## src/rtl/lfsr_seq_ctrl.sv

```systemverilog
`default_nettype none
// ============================================================================
// Module      : lfsr_seq_ctrl
// Description : Burst sequencer for an external 4-bit LFSR. It loads a seed,
//               steps the LFSR once per value, and presents each value on a
//               valid/ready output port until the requested count is done.
// Revision    : 1.0 - initial release
// ============================================================================
module lfsr_seq_ctrl #(
  parameter int CNT_W = 4
) (
  input  logic             clk,
  input  logic             rst,
  input  logic             start,
  input  logic [3:0]       seed_in,
  input  logic [CNT_W-1:0] count,
  input  logic             abort,
  input  logic [3:0]       lfsr_state,
  output logic             lfsr_sel,
  output logic [3:0]       lfsr_seed,
  output logic             out_valid,
  output logic [3:0]       out_data,
  input  logic             out_ready,
  output logic             busy,
  output logic             done,
  output logic             seed_fix
);

  typedef enum logic [2:0] {
    S_IDLE = 3'd0,
    S_LOAD = 3'd1,
    S_STEP = 3'd2,
    S_WAIT = 3'd3,
    S_DONE = 3'd4
  } state_t;

  localparam logic [3:0]       c_seed_zero = 4'b0000;
  localparam logic [3:0]       c_seed_one  = 4'b0001;
  localparam logic [CNT_W-1:0] c_rem_zero  = '0;
  localparam logic [CNT_W-1:0] c_rem_one   = CNT_W'(1);

  state_t           r_state;
  logic [CNT_W-1:0] r_rem;
  logic [3:0]       r_seed;
  logic             r_sel;
  logic             r_valid;
  logic [3:0]       r_data;
  logic             r_busy;
  logic             r_done;
  logic             r_fix;

  // Sequencer FSM with registered outputs; abort overrides any transition.
  always_ff @(posedge clk or negedge rst) begin
    if (!rst) begin
      r_state <= S_IDLE;
      r_rem   <= c_rem_zero;
      r_seed  <= c_seed_one;
      r_sel   <= 1'b0;
      r_valid <= 1'b0;
      r_data  <= 4'b0000;
      r_busy  <= 1'b0;
      r_done  <= 1'b0;
      r_fix   <= 1'b0;
    end else begin
      r_done <= 1'b0;
      case (r_state)
        S_IDLE: begin
          r_sel <= 1'b0;
          // A zero-length request is dropped without touching any state.
          if (start && (count != c_rem_zero)) begin
            // An all-zero seed would lock the LFSR, so it is replaced.
            r_seed  <= (seed_in == c_seed_zero) ? c_seed_one : seed_in;
            r_fix   <= (seed_in == c_seed_zero);
            r_rem   <= count;
            r_busy  <= 1'b1;
            r_state <= S_LOAD;
          end
        end
        S_LOAD: begin
          r_sel   <= 1'b1;
          r_state <= S_STEP;
        end
        S_STEP: begin
          r_sel   <= 1'b0;
          r_state <= S_WAIT;
        end
        S_WAIT: begin
          // First WAIT cycle captures the freshly shifted LFSR value.
          if (!r_valid) begin
            r_valid <= 1'b1;
            r_data  <= lfsr_state;
          end else if (out_ready) begin
            r_valid <= 1'b0;
            r_rem   <= r_rem - c_rem_one;
            if (r_rem == c_rem_one) begin
              r_done  <= 1'b1;
              r_state <= S_DONE;
            end else begin
              r_sel   <= 1'b1;
              r_state <= S_STEP;
            end
          end
        end
        S_DONE: begin
          r_busy  <= 1'b0;
          r_state <= S_IDLE;
        end
        default: begin
          r_sel   <= 1'b0;
          r_valid <= 1'b0;
          r_busy  <= 1'b0;
          r_state <= S_IDLE;
        end
      endcase
      if (abort && (r_state != S_IDLE)) begin
        r_state <= S_IDLE;
        r_rem   <= c_rem_zero;
        r_sel   <= 1'b0;
        r_valid <= 1'b0;
        r_busy  <= 1'b0;
        r_done  <= 1'b0;
      end
    end
  end

  // While waiting, the LFSR reloads its own value so it holds across stalls.
  assign lfsr_seed = (r_state == S_WAIT) ? lfsr_state : r_seed;
  assign lfsr_sel  = r_sel;
  assign out_valid = r_valid;
  assign out_data  = r_data;
  assign busy      = r_busy;
  assign done      = r_done;
  assign seed_fix  = r_fix;

endmodule
`default_nettype wire

```

## config.mk

```make
export PLATFORM = sky130hd
export DESIGN_NAME = lfsr_seq_ctrl
export DESIGN_NICKNAME = d
export VERILOG_FILES = /design/src/rtl/lfsr_seq_ctrl.sv
export SDC_FILE = /design/constraint.sdc
export NUM_CORES = 1
export LEC_CHECK = 0
export ABC_AREA = 1
export CAP_MARGIN = 30
export CORE_MARGIN = 2
export CORE_UTILIZATION = 35
export CTS_BUF_LIST = sky130_fd_sc_hd__clkbuf_8
export CTS_CLUSTER_DIAMETER = 150
export CTS_CLUSTER_SIZE = 40
export DETAILED_ROUTE_END_ITERATION = 6
export SLEW_MARGIN = 20
export SYNTH_ARGS = -nofsm -noshare
export SYNTH_HDL_FRONTEND = slang
export SYNTH_SLANG_ARGS = --single-unit
```

## constraint.sdc

```tcl
create_clock -name clk -period 2.3 [get_ports clk]
set_clock_uncertainty 0.15 [all_clocks]
set_input_delay 0.46 -clock clk [delete_from_list [all_inputs] [get_ports clk]]
set_output_delay 0.46 -clock clk [all_outputs]
set_load 0.02 [all_outputs]
```

; Word level (Yosys, flattened, before mapping)
; Cells that the tools add are included.
[word_totals]
out_inout_bits = 13
wordCells = 68
regBits = 20
in_bits = 17
[op_classes]
n_eq_ne = 12
n_mux = 30
n_reduce_logical = 15
addsub = 1
n_bitwise = 1
[ops]
columns = operator, n
row1 = 2-to-1 mux 4 bit, 6
row2 = 2-to-1 mux 3 bit, 5
row3 = 2-to-1 mux 1 bit, 14
row4 = "!= test 3 bit, second input constant", 4
row5 = case mux 3 bit (4 select lines), 1
row6 = case mux 4 bit (2 select lines), 1
row7 = AND reduction 4 bit, 2
row8 = "== test 3 x 2 -> 1 bit, second input constant", 2
row9 = AND reduction 2 bit, 3
row10 = nonzero test 3 bit, 2
row11 = "== test 4 x 1 -> 1 bit, second input constant", 1
row12 = zero test 4 bit, 1
row13 = "!= test 2 x 1 -> 1 bit, second input constant", 2
row14 = case mux 1 bit (2 select lines), 2
row15 = nonzero test 4 bit, 1
row16 = OR reduction 4 bit, 1
row17 = "subtractor 4 x 1 -> 4 bit, second input constant", 1
row18 = "== test 3 x 1 -> 1 bit, second input constant", 1
row19 = "== test 3 bit, second input constant", 1
row20 = zero test 3 bit, 1
row21 = case mux 1 bit (3 select lines), 1
row22 = AND reduction 3 bit, 1
row23 = OR reduction 3 bit, 1
row24 = logical AND 1 bit, 2
row25 = 2 further kinds, 2

; Longest topological paths before layout
[logic_depth]
ltp_word = 6
depth_mapped = 8
ltp_nobuf = 8

; Least setup slack after synthesis
; Ideal clock, no wire load.
[synth_timing]
path_kind = flip-flop to output port
start = register r_state[2]
end = output lfsr_seed[0]
path_slack_ns = 0.419
arrival_time_ns = 1.271
n_path_buf = 1
stages_incl_launch_ff = 5
required_ns = 1.690
cell_sequence = dfrtp_1 inv_2 nand3_2 buf_4 o21ai_0
[synth_via]
elab_chain_cells = 2
[synth_rtl]
columns = item, line_no
row1 = start: declaration, 42  ; state_t r_state;
row2 = start signal: assignment, 55  ; r_state <= S_IDLE;
row3 = start signal: assignment, 76  ; r_state <= S_LOAD;
row4 = start signal: assignment, 81  ; r_state <= S_STEP;
row5 = == test 3 x 2 -> 1 bit, 127  ; assign lfsr_seed = (r_state == S_WAIT) ? lfsr_state : r_seed;
row6 = 2-to-1 mux 4 bit, 127
row7 = end: declaration, 20  ; output logic [3:0] lfsr_seed,
; No other way between the ends.

; Worst setup path after layout
[layout_timing]
start = input lfsr_state[3]
end = output lfsr_seed[3]
[layout_via]
elab_chain_cells = 1
[layout_rtl]
columns = item, line_no
row1 = start: declaration, 18  ; input logic [3:0] lfsr_state,
row2 = 2-to-1 mux 4 bit, 127
; No other way between the ends.

==> flow_metrics.env <==
export IMPL_cts_root_buffer="clkbuf_8"
export IMPL_cts_htree_levels=1
export IMPL_hp_start="r_seed[0]$_DFFE_PN1P_"
export IMPL_finalCriticalPeriod_ns=2.08
export IMPL_fin_crit_sh_pct=90.3
export IMPL_grt_pass1_wl_um=4190
export IMPL_synth_fp_nets=156
export IMPL_antenna_cells=0
export IMPL_worstSetupStartpointType="input port"
export IMPL_numCtsBuffers=3
export IMPL_place_congestion=0.834
export IMPL_clock_fmax_ghz=0.481
export IMPL_powerDensity_nw_per_um2=1190
export IMPL_fin_setup_tns_ns=0
export IMPL_end_kind="output port"
export IMPL_layout_common_cells="nand2_1 (47), clkdlybuf4s50_1 (25), dfrtp_1 (19)"
export IMPL_drc=0
export IMPL_rows=20
export IMPL_final_common_cell="nand2_1"
export IMPL_finalMaxSlewViolations=0
export IMPL_switching_share_pct=42.8
export IMPL_grt_max_degree=21
export IMPL_clock_path_buffers=2
export IMPL_setup_worst_path_class="in2out"
export IMPL_hold_viol_final=0
export IMPL_worst_path_max_delay_cell="clkdlybuf4s50_1"
export IMPL_clk_latency_ns=0.26
export IMPL_cap_violations=0
export IMPL_dpl_cell_area_um2=1460
export IMPL_worst_ep_arrival_time_ns=1.47
export IMPL_vias_per_cell=4.86
export IMPL_final_area_um2=1510
export IMPL_start_util_pct=36.5
export IMPL_ys_warn_count=0
export IMPL_worst_ep_required_time_ns=1.69
export IMPL_cp_max_fo=2
export IMPL_ys_ff_latch=20
export IMPL_synth_cells=137
export IMPL_rsz0062_at_grt="no"
export IMPL_dpl_hpwl_um=1880
export IMPL_p_clk_share_pct=15.0
export IMPL_areaGrowthSynthToFinish_pct=38.3
export IMPL_drt_wl_total_um=2370
export IMPL_cts_tree="yes"
export IMPL_r2r_slack_ns=0.75
export IMPL_layout_nets=195
export IMPL_synth_cell_area_um2=1090
export IMPL_timing_worst_slew_pin_value_ns=0.302
export IMPL_p_leak_uw=0.000744
export IMPL_cts_reportedPaths_clkPinSlew_ns=0.08
export IMPL_synth_distinct_cells=23
export IMPL_syn_avg_cell_area_um2=7.99
export IMPL_coreArea_um2=3000
export IMPL_internal_power_uw=1030
export IMPL_yosysSeqAreaShare_pct=45.8
export IMPL_status="complete, no violations"
export IMPL_antenna_found_initial=0
export IMPL_dieArea_um2=3590
export IMPL_hold_buffers=0
export IMPL_wire_per_inst_um=11.4
export IMPL_track_usage_pct=15.5
export IMPL_drive_above_1_share_pct=15.4
export IMPL_slew_headroom_pct=79.7
export IMPL_setup_viol=0
export IMPL_hold_path_class="reg2reg"
export IMPL_r2r_start="r_state[2]$_DFFE_PN0P_"
export IMPL_drt_iter0_drc=40
export IMPL_pwr_share_seq_pct=34.0
export IMPL_combPwrFrac_pct=51.0
export IMPL_path_cells="clkdlybuf4s50_1 -> inv_1 -> o21ai_0 -> dlygate4sd2_1"
export IMPL_ant_nets=0
export IMPL_vias=1011
export IMPL_dr_pass1_iters=4
export IMPL_finish_utilization_pct=50.4
export IMPL_num_io_pins=30
export IMPL_grt_pass1_vias=1020
export IMPL_die_y_um=59.9
export IMPL_io_buffers=29
export IMPL_fp_dieW_um=59.9
export IMPL_worstSetupStartpoint="lfsr_state[3]"
export IMPL_max_stage_delay_ns=0.45
export IMPL_switching_power_uw=771
export IMPL_clkSinkCount=20
export IMPL_grt_ovfl_total=0
export IMPL_vdd_ir_drop_max_mv=0.642
layout make-up:
type | instances | area, um2
clock buffers | 4 | 55.1
fillers | 301 | 1490
inverters | 13 | 48.8
multi-input cells | 103 | 537
flip-flops and latches | 20 | 502
well taps | 33 | 41.3
repair buffers | 35 | 330
metal layers:
metal | track usage (%) | routed length [um] | share of wire [%]
met3 | 4.76 | 130 | 5.5
met2 | 28.0 | 1180 | 50
met4 | 3.81 | 12 | 0.51
met1 | 17.7 | 1050 | 44
met5 | 0 | 0 | 0
worst paths after layout:
kind                       depth (start not counted)                endpoint
setup / recovery                                   4            lfsr_seed[3]
hold / removal                                     2   r_seed[0]$_DFFE_PN1P_
setup reg to reg                                   8    r_rem[0]$_DFFE_PN0P_
hold reg to reg                                    2   r_seed[0]$_DFFE_PN1P_
max in group asynchronous                          2   r_seed[0]$_DFFE_PN1P_
min in group asynchronous                          2  r_state[2]$_DFFE_PN0P_
sequential cells by signal (all words and copies together), names as in the netlist:
signal and flops:
out_data 4, r_rem 4, r_seed 4, r_state 3, busy 1, done 1
lfsr_sel 1, out_valid 1, seed_fix 1
power by group through the flow:
| stage | Clock, uW | Sequential [uW] | Combinational [uW] |
|---|---|---|---|
| 6_report | 270 | 612 | 917 |
| 3_5_place_dp | 0 | 619 | 957 |
| 3_3_place_gp | 0 | 615 | 953 |
| 5_1_grt | 296 | 633 | 1030 |
| 4_1_cts | 279 | 614 | 933 |
| 2_1_floorplan | 0 | 668 | 552 |
what timing repair did:
item	in CTS	in global routing
setup endpoints to repair	4	0
setup buffers	0	0
resized for setup	4	0
through the flow:
stage | setup slack (ns) | cells | hold slack [ns] | power (uW)
6_report | 0.222 | 208 | 0.325 | 1800
5_1_grt | 0.0843 | 208 | 0.366 | 1960
4_1_cts | 0.198 | 208 | 0.330 | 1830
3_5_place_dp | -0.0599 | 204 | 0.316 | 1580
3_3_place_gp | -0.0505 | 204 | 0.307 | 1570
2_1_floorplan | 0.419 | 137 | 0.0144 | 1220
Yosys cell counts (all sizes together):
cell type	n	area share [%]
buf	1	0.69
o31ai	1	0.69
xor2	1	0.80
a21oi	4	2.2
nand4	1	0.57
dfstp	1	2.4
nor4	1	0.57
inv	13	4.5
dfrtp	19	43
nor3	2	0.91
nor2	12	6.2
o21ai	14	6.4
ha	2	2.3
nand3	12	7.5
nand2	53	21
cells by family (layout without fill, tap and decap cells):
family                   Yosys count  in the layout  share of synthesized area [%]
AND/OR/NAND/NOR                   81             81                           36.7
flip-flops                        20             20                           45.8
AO/OA/AOI/OAI                     19             19                           9.26
buffers and inverters             14             52                           5.14
adder cells (fa/ha/maj)            2              2                           2.29
XOR/XNOR                           1              1                          0.800
worst max-delay path: cells and delay by family:
kind	cells	cell delay [ns]
buf+inv	3	0.85
compound gates	1	0.15
No activity file was read; power rests on OpenSTA's default activity.
